$ cat src/rtl/fetch_sequencer_if.sv
// Bundle of the fetch sequencer's handshake and bus signals.
// Latency: none (wires only).
// Backpressure: out_ready from the decode side stalls the sequencer.
//
// master: the fetch sequencer (drives imem_addr and the output register).
// slave : the surrounding system (instruction memory, branch unit, decode).
//   start          - one-cycle pulse that starts or restarts fetching
//   imem_addr      - word address to instruction memory
//   imem_inst      - instruction word at imem_addr, same cycle
//   redirect_valid - taken branch/jump, overrides sequential fetch
//   redirect_pc    - target word address
//   out_valid      - output register holds a fetched instruction
//   out_ready      - decode accepts the output this cycle
//   out_inst       - fetched instruction word
//   out_pc         - address out_inst was fetched from
//   busy / halted  - status decodes of the sequencer state
interface fetch_sequencer_if;
  logic        start;
  logic [31:0] imem_addr;
  logic [31:0] imem_inst;
  logic        redirect_valid;
  logic [31:0] redirect_pc;
  logic        out_valid;
  logic        out_ready;
  logic [31:0] out_inst;
  logic [31:0] out_pc;
  logic        busy;
  logic        halted;

  modport master (
    input  start,
    input  imem_inst,
    input  redirect_valid,
    input  redirect_pc,
    input  out_ready,
    output imem_addr,
    output out_valid,
    output out_inst,
    output out_pc,
    output busy,
    output halted
  );

  modport slave (
    output start,
    output imem_inst,
    output redirect_valid,
    output redirect_pc,
    output out_ready,
    input  imem_addr,
    input  out_valid,
    input  out_inst,
    input  out_pc,
    input  busy,
    input  halted
  );
endinterface

$ cat src/rtl/fetch_sequencer.sv
// Instruction-fetch controller: owns the PC, reads a word-indexed memory, feeds decode.
// Latency: 1 cycle from imem_addr to out_inst/out_pc; one instruction per cycle when unstalled.
// Backpressure: a held output with out_ready low stalls the PC and imem_addr; accept+refill has no bubble.
//
// Ports:
//   clk  - rising-edge clock
//   rst  - asynchronous active-high reset
//   bus  - fetch_sequencer_if.master (memory, redirect, output register, status)
// Parameters:
//   DEPTH    - number of instruction words, power of 2; the PC wraps modulo DEPTH
//   START_PC - word address loaded on reset and on every start
//   HALT_OP  - opcode (inst[31:26]) that ends the program
module fetch_sequencer #(
  parameter int unsigned DEPTH    = 128,
  parameter logic [31:0] START_PC = 32'd0,
  parameter logic [5:0]  HALT_OP  = 6'b111111
) (
  input logic               clk,
  input logic               rst,
  fetch_sequencer_if.master bus
);

  localparam int unsigned PCW = (DEPTH > 1) ? $clog2(DEPTH) : 1;
  localparam logic [PCW-1:0] PC_START = START_PC[PCW-1:0];
  localparam logic [PCW-1:0] PC_ONE   = PCW'(1);

  typedef enum logic [1:0] {
    IDLE = 2'd0,
    RUN  = 2'd1,
    HALT = 2'd2
  } state_t;

  state_t         state;
  state_t         state_nxt;
  logic [PCW-1:0] pc;
  logic [PCW-1:0] pc_nxt;
  logic           out_valid;
  logic           out_valid_nxt;
  logic [31:0]    out_inst;
  logic [31:0]    out_inst_nxt;
  logic [PCW-1:0] out_pc;
  logic [PCW-1:0] out_pc_nxt;
  logic           busy;
  logic           halted;

  logic           accept;
  logic           fire;
  logic           is_halt;

  // Only the low PCW bits of the redirect target address memory; the rest
  // are folded here so they are visibly intentionally ignored.
  logic           unused_redirect_bits;
  assign unused_redirect_bits = ^bus.redirect_pc[31:PCW];

  assign accept  = out_valid && bus.out_ready;
  // The output register can take a new word when it is empty or being drained.
  assign fire    = !out_valid || bus.out_ready;
  assign is_halt = (bus.imem_inst[31:26] == HALT_OP);

  // Next-state and datapath decisions. Priority: start > redirect > fire/stall.
  always_comb begin
    state_nxt     = state;
    pc_nxt        = pc;
    out_valid_nxt = out_valid;
    out_inst_nxt  = out_inst;
    out_pc_nxt    = out_pc;

    if (bus.start) begin
      // Start or restart from any state; whatever is pending is dropped.
      state_nxt     = RUN;
      pc_nxt        = PC_START;
      out_valid_nxt = 1'b0;
    end else begin
      unique case (state)
        IDLE: begin
          if (accept) begin
            out_valid_nxt = 1'b0;
          end
        end

        RUN: begin
          if (bus.redirect_valid) begin
            // Flush the wrong-path word; fetch from the target next cycle.
            out_valid_nxt = 1'b0;
            pc_nxt        = bus.redirect_pc[PCW-1:0];
          end else if (fire) begin
            out_valid_nxt = 1'b1;
            out_inst_nxt  = bus.imem_inst;
            out_pc_nxt    = pc;
            if (is_halt) begin
              // The halt word is delivered like any other, but the PC stays
              // on it so imem_addr points at the halt address while halted.
              state_nxt = HALT;
            end else begin
              pc_nxt = pc + PC_ONE;
            end
          end
        end

        HALT: begin
          // Keep presenting the halt instruction until decode takes it.
          if (accept) begin
            out_valid_nxt = 1'b0;
          end
        end

        default: begin
          state_nxt     = IDLE;
          out_valid_nxt = 1'b0;
        end
      endcase
    end
  end

  always_ff @(posedge clk or posedge rst) begin
    if (rst) begin
      state     <= IDLE;
      pc        <= PC_START;
      out_valid <= 1'b0;
      out_inst  <= 32'd0;
      out_pc    <= '0;
      busy      <= 1'b0;
      halted    <= 1'b0;
    end else begin
      state     <= state_nxt;
      pc        <= pc_nxt;
      out_valid <= out_valid_nxt;
      out_inst  <= out_inst_nxt;
      out_pc    <= out_pc_nxt;
      // Decoded from the next state so the flags line up with the state register.
      busy      <= (state_nxt == RUN);
      halted    <= (state_nxt == HALT);
    end
  end

  assign bus.imem_addr = {{(32-PCW){1'b0}}, pc};
  assign bus.out_valid = out_valid;
  assign bus.out_inst  = out_inst;
  assign bus.out_pc    = {{(32-PCW){1'b0}}, out_pc};
  assign bus.busy      = busy;
  assign bus.halted    = halted;

endmodule

$ cat src/flat_wrapper.sv
// flat-port wrapper written by rule: the top's interface ports become plain ports
module fetch_sequencer_flat 
#(
  parameter int unsigned DEPTH    = 128,
  parameter logic [31:0] START_PC = 32'd0,
  parameter logic [5:0]  HALT_OP  = 6'b111111
)
  (clk, rst, bus_start, bus_imem_inst, bus_redirect_valid, bus_redirect_pc, bus_out_ready, bus_imem_addr, bus_out_valid, bus_out_inst, bus_out_pc, bus_busy, bus_halted);
  fetch_sequencer_if bus_i ();
  input logic clk;
  input logic rst;
  input wire logic [$bits(bus_i.start)-1:0] bus_start;
  input wire logic [$bits(bus_i.imem_inst)-1:0] bus_imem_inst;
  input wire logic [$bits(bus_i.redirect_valid)-1:0] bus_redirect_valid;
  input wire logic [$bits(bus_i.redirect_pc)-1:0] bus_redirect_pc;
  input wire logic [$bits(bus_i.out_ready)-1:0] bus_out_ready;
  output wire logic [$bits(bus_i.imem_addr)-1:0] bus_imem_addr;
  output wire logic [$bits(bus_i.out_valid)-1:0] bus_out_valid;
  output wire logic [$bits(bus_i.out_inst)-1:0] bus_out_inst;
  output wire logic [$bits(bus_i.out_pc)-1:0] bus_out_pc;
  output wire logic [$bits(bus_i.busy)-1:0] bus_busy;
  output wire logic [$bits(bus_i.halted)-1:0] bus_halted;
  assign bus_i.start = bus_start;
  assign bus_i.imem_inst = bus_imem_inst;
  assign bus_i.redirect_valid = bus_redirect_valid;
  assign bus_i.redirect_pc = bus_redirect_pc;
  assign bus_i.out_ready = bus_out_ready;
  assign bus_imem_addr = bus_i.imem_addr;
  assign bus_out_valid = bus_i.out_valid;
  assign bus_out_inst = bus_i.out_inst;
  assign bus_out_pc = bus_i.out_pc;
  assign bus_busy = bus_i.busy;
  assign bus_halted = bus_i.halted;
  fetch_sequencer #(.DEPTH(DEPTH), .START_PC(START_PC), .HALT_OP(HALT_OP)) u_core (.clk(clk), .rst(rst), .bus(bus_i));
endmodule
$ cat config.mk
export PLATFORM = sky130hd
export DESIGN_NAME = fetch_sequencer_flat
export DESIGN_NICKNAME = d
export VERILOG_FILES = /design/src/rtl/fetch_sequencer_if.sv /design/src/rtl/fetch_sequencer.sv /design/src/flat_wrapper.sv
export SDC_FILE = /design/constraint.sdc
export NUM_CORES = 1
export LEC_CHECK = 0
export ABC_AREA = 1
export CELL_PAD_IN_SITES_DETAIL_PLACEMENT = 1
export CELL_PAD_IN_SITES_GLOBAL_PLACEMENT = 1
export CORE_MARGIN = 5
export CORE_UTILIZATION = 22
export DETAILED_ROUTE_END_ITERATION = 10
export PLACE_DENSITY_LB_ADDON = 0.25
export SLEW_MARGIN = 30
export SYNTH_ARGS = -nofsm -noshare
export SYNTH_HDL_FRONTEND = slang
export SYNTH_SLANG_ARGS = --single-unit
export TNS_END_PERCENT = 30
$ cat constraint.sdc
create_clock -name clk -period 1.44 [get_ports clk]
set_input_delay 0.216 -clock clk [delete_from_list [all_inputs] [get_ports clk]]
set_output_delay 0.216 -clock clk [all_outputs]
set_load 0.05 [all_outputs]
==> impl_metrics.py, run 1 <==
metrics = {
    "synth": {
        "synthCells": 318,
        "yosysUniqueCellTypes": 20,
        "ys_ff_latch": 51,
        "syn_area_per_cell_um2": 8.22,
        "synth_warnings": 0,
        "seq_area_frac_synth_pct": 48.9,
        "syn-cell-area_mm2": 0.00261,
    },
    "timing": {
        "slew_viol_final": 0,
        "hold_viol_final": 0,
        "post-route-min-period_ns": 1.31,
        "timing.setup.tns_ns": 0,
        "setup_viol": 0,
        "skew_ns": 0.00459,
        "rsz0062_at_grt": "false",
        "max_freq_mhz": 761,
        "fin_crit_sh_pct": 91.3,
    },
    "global_route": {
        "grt_overflow_total": 0,
        "grt_max_degree": 23,
        "track_usage_pct": 11.6,
        "grt_pass1_wl_um": 13500,
        "grt_antenna_before_repair": 0,
        "grt_pass1_vias": 2516,
    },
    "routing": {
        "wirelength_um": 8150,
        "ant_nets": 0,
        "dr.pass1.iters": 4,
        "routedWlPerCell_um": 14.4,
        "num_vias": 2352,
        "vias_per_cell": 4.16,
        "drt_iter0_markers": 100,
        "drc_errors": 0,
    },
    "status": {
        "status": "completed",
    },
    "placed_design": {
        "hpwlAfterDp_um": 6550,
        "port_buffers": 92,
        "post_dp_cell_area_mm2": 0.00416,
        "dp_cells": 558,
        "place_congestion": 0.784,
    },
    "finish": {
        "fillerInstances": 1330,
        "layout_commonest_cell": "nand2_1",
        "final_cell_mix": "110 x nand2_1, 54 x buf_12, 50 x conb_1",
        "postLayoutCoreUtil_pct": 37.5,
        "drive_gt1_share_pct": 20.3,
        "finalNonFillerCells": 566,
        "fin_area_mm2": 0.00432,
        "antenna_cells": 0,
        "nets": 492,
        "syn_to_final_growth_pct": 65.3,
    },
    "hold_path": {
        "hold_path_class": "in2async",
    },
    "clocking": {
        "clkSlewWorstSetupHoldPaths_ns": 0.07,
        "cts.path.max_buffers": 2,
        "cts_max_level": 2,
        "root_buffer": "clkbuf_16",
        "tritoncts": "done",
        "clock_latency_ns": 0.28,
        "clock_sinks": 51,
        "cts_made_buffers": 5,
    },
    "die": {
        "die_area_mm2": 0.0142,
        "initial_utilization_pct": 22.7,
        "row_count": 39,
        "coreArea_mm2": 0.0115,
        "num_io_pins": 168,
        "die_y_um": 119,
        "die_x_um": 119,
    },
    "setup_path": {
        "critical_path_buf_inv_count": 2,
        "critical_path.top_delay_family": "simple AND/OR/NAND/NOR gates",
        "crit_type": "reg2reg",
        "worstSetupStartpointType": "flip-flop",
        "cpMostUsedCell": "nand2_1",
        "max_stage_delay_ns": 0.36,
        "end_kind": "flip-flop",
        "r2r_slack_ns": 0.13,
        "required_ns": 1.61,
        "crit_slowest_cell": "dfrtp_1",
        "crit_arrival_ns": 1.49,
        "path_max_fanout": 21,
        "crit_chain": "inv_1 -> nand2_1 -> nor3_4 -> nand2_4 -> buf_12 -> nand2_1 -> nand2_1",
    },
    "power": {
        "ir_drop_mv": 0.426,
        "design_power_total_mw": 5.32,
        "powerDensity_mw_per_mm2": 1230,
        "leakage_nw": 2.14,
    },
    "flow_run": {
        "drv_cap": 0,
    },
}
## where the power goes
group | switching [mW] | leakage [nW] | internal [mW] | total (mW)
clock network | 0.519 | 0.0733 | 0.636 | 1.15
logic | 1.34 | 1.43 | 0.979 | 2.32
registers | 0.224 | 0.636 | 1.62 | 1.85
total | 2.08 | 2.14 | 3.24 | 5.32
## logic make-up (layout without fill, tap and decap cells)
kind of cell             count (synthesis)  count (layout)  share of synthesized area [%]
AND/OR/NAND/NOR                        169             169                           27.4
AO/OA/AOI/OAI                           18              18                           4.02
adder cells (fa/ha/maj)                  1               1                          0.479
buffers and inverters                   77             133                           18.7
multiplexers                             1               1                          0.383
flip-flops                              51              51                           48.9
other                                    1              50                          0.144
## registers in the layout, indices dropped and copies added, names as in the netlist
name and flops:
u_core.state 2, u_core.pc 7, u_core.bus.halted 1, u_core.bus.out_valid 1, u_core.bus.out_inst 32, u_core.bus.busy 1, u_core.out_pc 7
## cell type report
cell class | instances | area (um2) | share of cell area, %
timing repair buffer | 110 | 1620 | 37.5
sequential | 51 | 1280 | 29.6
multi-input combinational | 239 | 1040 | 24.1
tap | 143 | 179 | 4.14
clock buffer | 5 | 125 | 2.90
inverter | 15 | 60.1 | 1.39
clock inverter | 3 | 15.0 | 0.348
## metrics by stage
stage          hold WS [ns]  setup WS, ns
2_1_floorplan         0.265        0.0131
3_3_place_gp          0.516        -0.247
3_5_place_dp          0.529        -0.289
4_1_cts               0.258        0.0101
5_1_grt               0.273       0.00965
6_report              0.250         0.126
## routing by layer
metal	part of all wire [%]	track usage, %
met5	0	0
met4	0.64	2.17
met3	6.7	3.18
met2	47	18.9
met1	46	15.7
## synthesized netlist by cell type, drive strengths merged
cell	n	share of area, %
o21a	2	0.57
mux2i	1	0.38
o22ai	2	0.48
ha	1	0.48
clkbuf	2	0.29
nor2	8	1.1
nor3	1	0.62
inv	15	2.2
o21bai	3	0.86
conb	1	0.14
buf	60	16
nand2	112	16
or2	2	0.48
o21ai	11	2.1
dfrtp	51	49
nand3	46	8.8
## final timing paths
kind                                                           from                             endpoint  depth (start not counted)
worst max-delay path                      u_core.state[1]$_DFF_PP0_  u_core.bus.out_inst[11]$_DFFE_PP0P_                          7
worst max register to register            u_core.state[1]$_DFF_PP0_  u_core.bus.out_inst[11]$_DFFE_PP0P_                          7
worst min-delay path                                            rst  u_core.bus.out_inst[27]$_DFFE_PP0P_                          2
max in group asynchronous                                       rst     u_core.bus.out_valid$_DFFE_PP0P_                          3
min in group clk                                          bus_start             u_core.pc[2]$_DFFE_PP0P_                          4
worst min register to register  u_core.bus.out_inst[23]$_DFFE_PP0P_  u_core.bus.out_inst[23]$_DFFE_PP0P_                          2
## what timing repair did
| action | CTS | global route |
|---|---|---|
| hold buffers | 0 | 0 |
| setup endpoints to repair | 0 | 12 |
| setup buffers | 0 | 0 |
| resized for setup | 0 | 6 |
No activity file was read; power rests on OpenSTA's default activity.
==> run 2: changes to the inputs <==
--- a/config.mk
+++ b/config.mk
@@ -12,6 +12,7 @@
 export CORE_UTILIZATION = 22
 export DETAILED_ROUTE_END_ITERATION = 10
 export PLACE_DENSITY_LB_ADDON = 0.25
+export RECOVER_POWER = 25
 export SLEW_MARGIN = 30
 export SYNTH_ARGS = -nofsm -noshare
 export SYNTH_HDL_FRONTEND = slang
==> impl_metrics.py, run 2 (synthesized netlist as in run 1, its figures left out) <==
metrics = {
    "clocking": {
        "cts_max_level": 2,
        "cts_made_buffers": 5,
        "root_buffer": "clkbuf_16",
        "clkSlewWorstSetupHoldPaths_ns": 0.07,
        "clock_latency_ns": 0.28,
        "postCtsHoldBufs": 0,
        "tritoncts": "done",
        "cts.path.max_buffers": 2,
        "clock_sinks": 51,
        "post_cts_buffers": 0,
    },
    "die": {
        "die_y_um": 119,
        "die_x_um": 119,
        "die_area_mm2": 0.0142,
        "row_count": 39,
        "initial_utilization_pct": 22.7,
        "coreArea_mm2": 0.0115,
        "num_io_pins": 168,
    },
    "hold_path": {
        "hold_path_class": "in2async",
    },
    "finish": {
        "final_cell_mix": "110 x nand2_1, 54 x buf_12, 50 x conb_1",
        "largest_reg_flops": 32,
        "seqCellArea_mm2": 0.00128,
        "top_register": "u_core.bus.out_inst",
        "nets": 492,
        "drive_gt1_share_pct": 20.3,
        "fillerInstances": 1331,
        "multi_input_area_mm2": 0.00104,
        "layout_commonest_cell": "nand2_1",
        "top_regs": "u_core.bus.out_inst x32, u_core.out_pc x7, u_core.pc x7",
        "syn_to_final_growth_pct": 65.2,
        "antenna_cells": 0,
    },
    "routing": {
        "vias_per_cell": 4.16,
        "routedWlPerCell_um": 14.4,
        "drc_errors": 0,
        "num_vias": 2352,
        "wirelength_um": 8140,
        "drt_iter0_markers": 96,
        "ant_nets": 0,
        "dr.pass1.iters": 4,
    },
    "power": {
        "powerDensity_mw_per_mm2": 1230,
        "design_power_total_mw": 5.32,
        "ir_drop_mv": 0.426,
        "leakage_nw": 2.14,
    },
    "setup_path": {
        "required_ns": 1.61,
        "crit_arrival_ns": 1.49,
        "path_max_fanout": 21,
        "crit_start": "u_core.state[1]$_DFF_PP0_",
        "crit_type": "reg2reg",
        "end_kind": "flip-flop",
        "worstSetupStartpointType": "flip-flop",
        "r2r-start": "u_core.state[1]$_DFF_PP0_",
    },
    "timing": {
        "timing.setup.tns_ns": 0,
        "worst_pin_slew_ns": 0.697,
        "relSlewSlack_pct": 53.3,
        "slew_viol_final": 0,
        "max_freq_mhz": 761,
        "skew_ns": 0.00459,
        "rsz0062_at_grt": "false",
        "fin_crit_sh_pct": 91.3,
        "setup_viol": 0,
        "hold_viol_final": 0,
        "post-route-min-period_ns": 1.31,
    },
    "placed_design": {
        "place_congestion": 0.784,
        "hpwlAfterDp_um": 6550,
        "port_buffers": 92,
    },
    "global_route": {
        "grt_overflow_total": 0,
        "grt_pass1_wl_um": 13500,
        "grt_antenna_before_repair": 0,
        "track_usage_pct": 11.6,
        "grt_pass1_vias": 2516,
        "grt_max_degree": 23,
    },
    "flow_run": {
        "drv_cap": 0,
    },
    "status": {
        "status": "completed",
    },
}
## run 2: changes by cell type in the layout (fill, tap and decap cells not counted)
cell,previous run,this run
clkinvlp_4,1,0
clkdlybuf4s50_1,41,40
clkinvlp_2,0,1
dlygate4sd3_1,0,1
## run 2: report_power, final
part           leakage, nW  switching (mW)  internal (mW)  total (mW)
sequential           0.636           0.224           1.62        1.85
clock               0.0733           0.519          0.636        1.15
combinational         1.43            1.34          0.978        2.32
## run 2: worst max-delay path, stage by stage (launching register included)
cell and delay, ns:
dfrtp_1 0.36, inv_1 0.09, nand2_1 0.12, nor3_4 0.22, nand2_4 0.11, buf_12 0.17, nand2_1 0.07, nand2_1 0.05
## run 2: worst paths after layout
kind,end,slack [ns],depth (start not counted)
max,u_core.bus.out_inst[11]$_DFFE_PP0P_,0.13,7
min,u_core.bus.out_inst[27]$_DFFE_PP0P_,0.45,2
min reg2reg,u_core.bus.out_inst[23]$_DFFE_PP0P_,0.54,2
max in group asynchronous,u_core.bus.out_valid$_DFFE_PP0P_,0.47,3
max reg2reg,u_core.bus.out_inst[11]$_DFFE_PP0P_,0.13,7
min in group clk,u_core.pc[2]$_DFFE_PP0P_,0.46,4
## run 2: area by class of cell
type / instances / share of cell area (%)
Clock inverter: 3 / 0.348
Sequential cell: 51 / 29.7
Timing Repair Buffer: 110 / 37.5
Multi-Input combinational cell: 239 / 24.1
Tap cell: 143 / 4.14
Clock buffer: 5 / 2.90
Inverter: 15 / 1.33
## run 2: timing repair
action	in CTS	in global routing
setup endpoints to repair	0	12
gates resized for setup	0	6
endpoints found under the hold margin	0	0
## run 2: routing by layer
metal  global-route usage [%]  up-vias  part of all wire, %
met5                        0        -                    0
met4                     2.17        0                 0.64
met3                     3.18        5                  6.7
met2                     18.9       95                   47
met1                     15.7     1143                   46
li1                         -     1109                    -
## run 2: per-stage QoR
step                      setup WS [ns]  instances  hold slack (ns)  cell area (um2)  util [%]
after floorplan                  0.0131        367            0.265             2800         -
after global placement           -0.247        558            0.516             4160      36.1
after detailed placement         -0.289        558            0.529             4160      36.1
after CTS                        0.0101        566            0.258             4300      37.3
after global routing            0.00965        566            0.493             4320      37.5
final                             0.126        566            0.452             4320      37.5
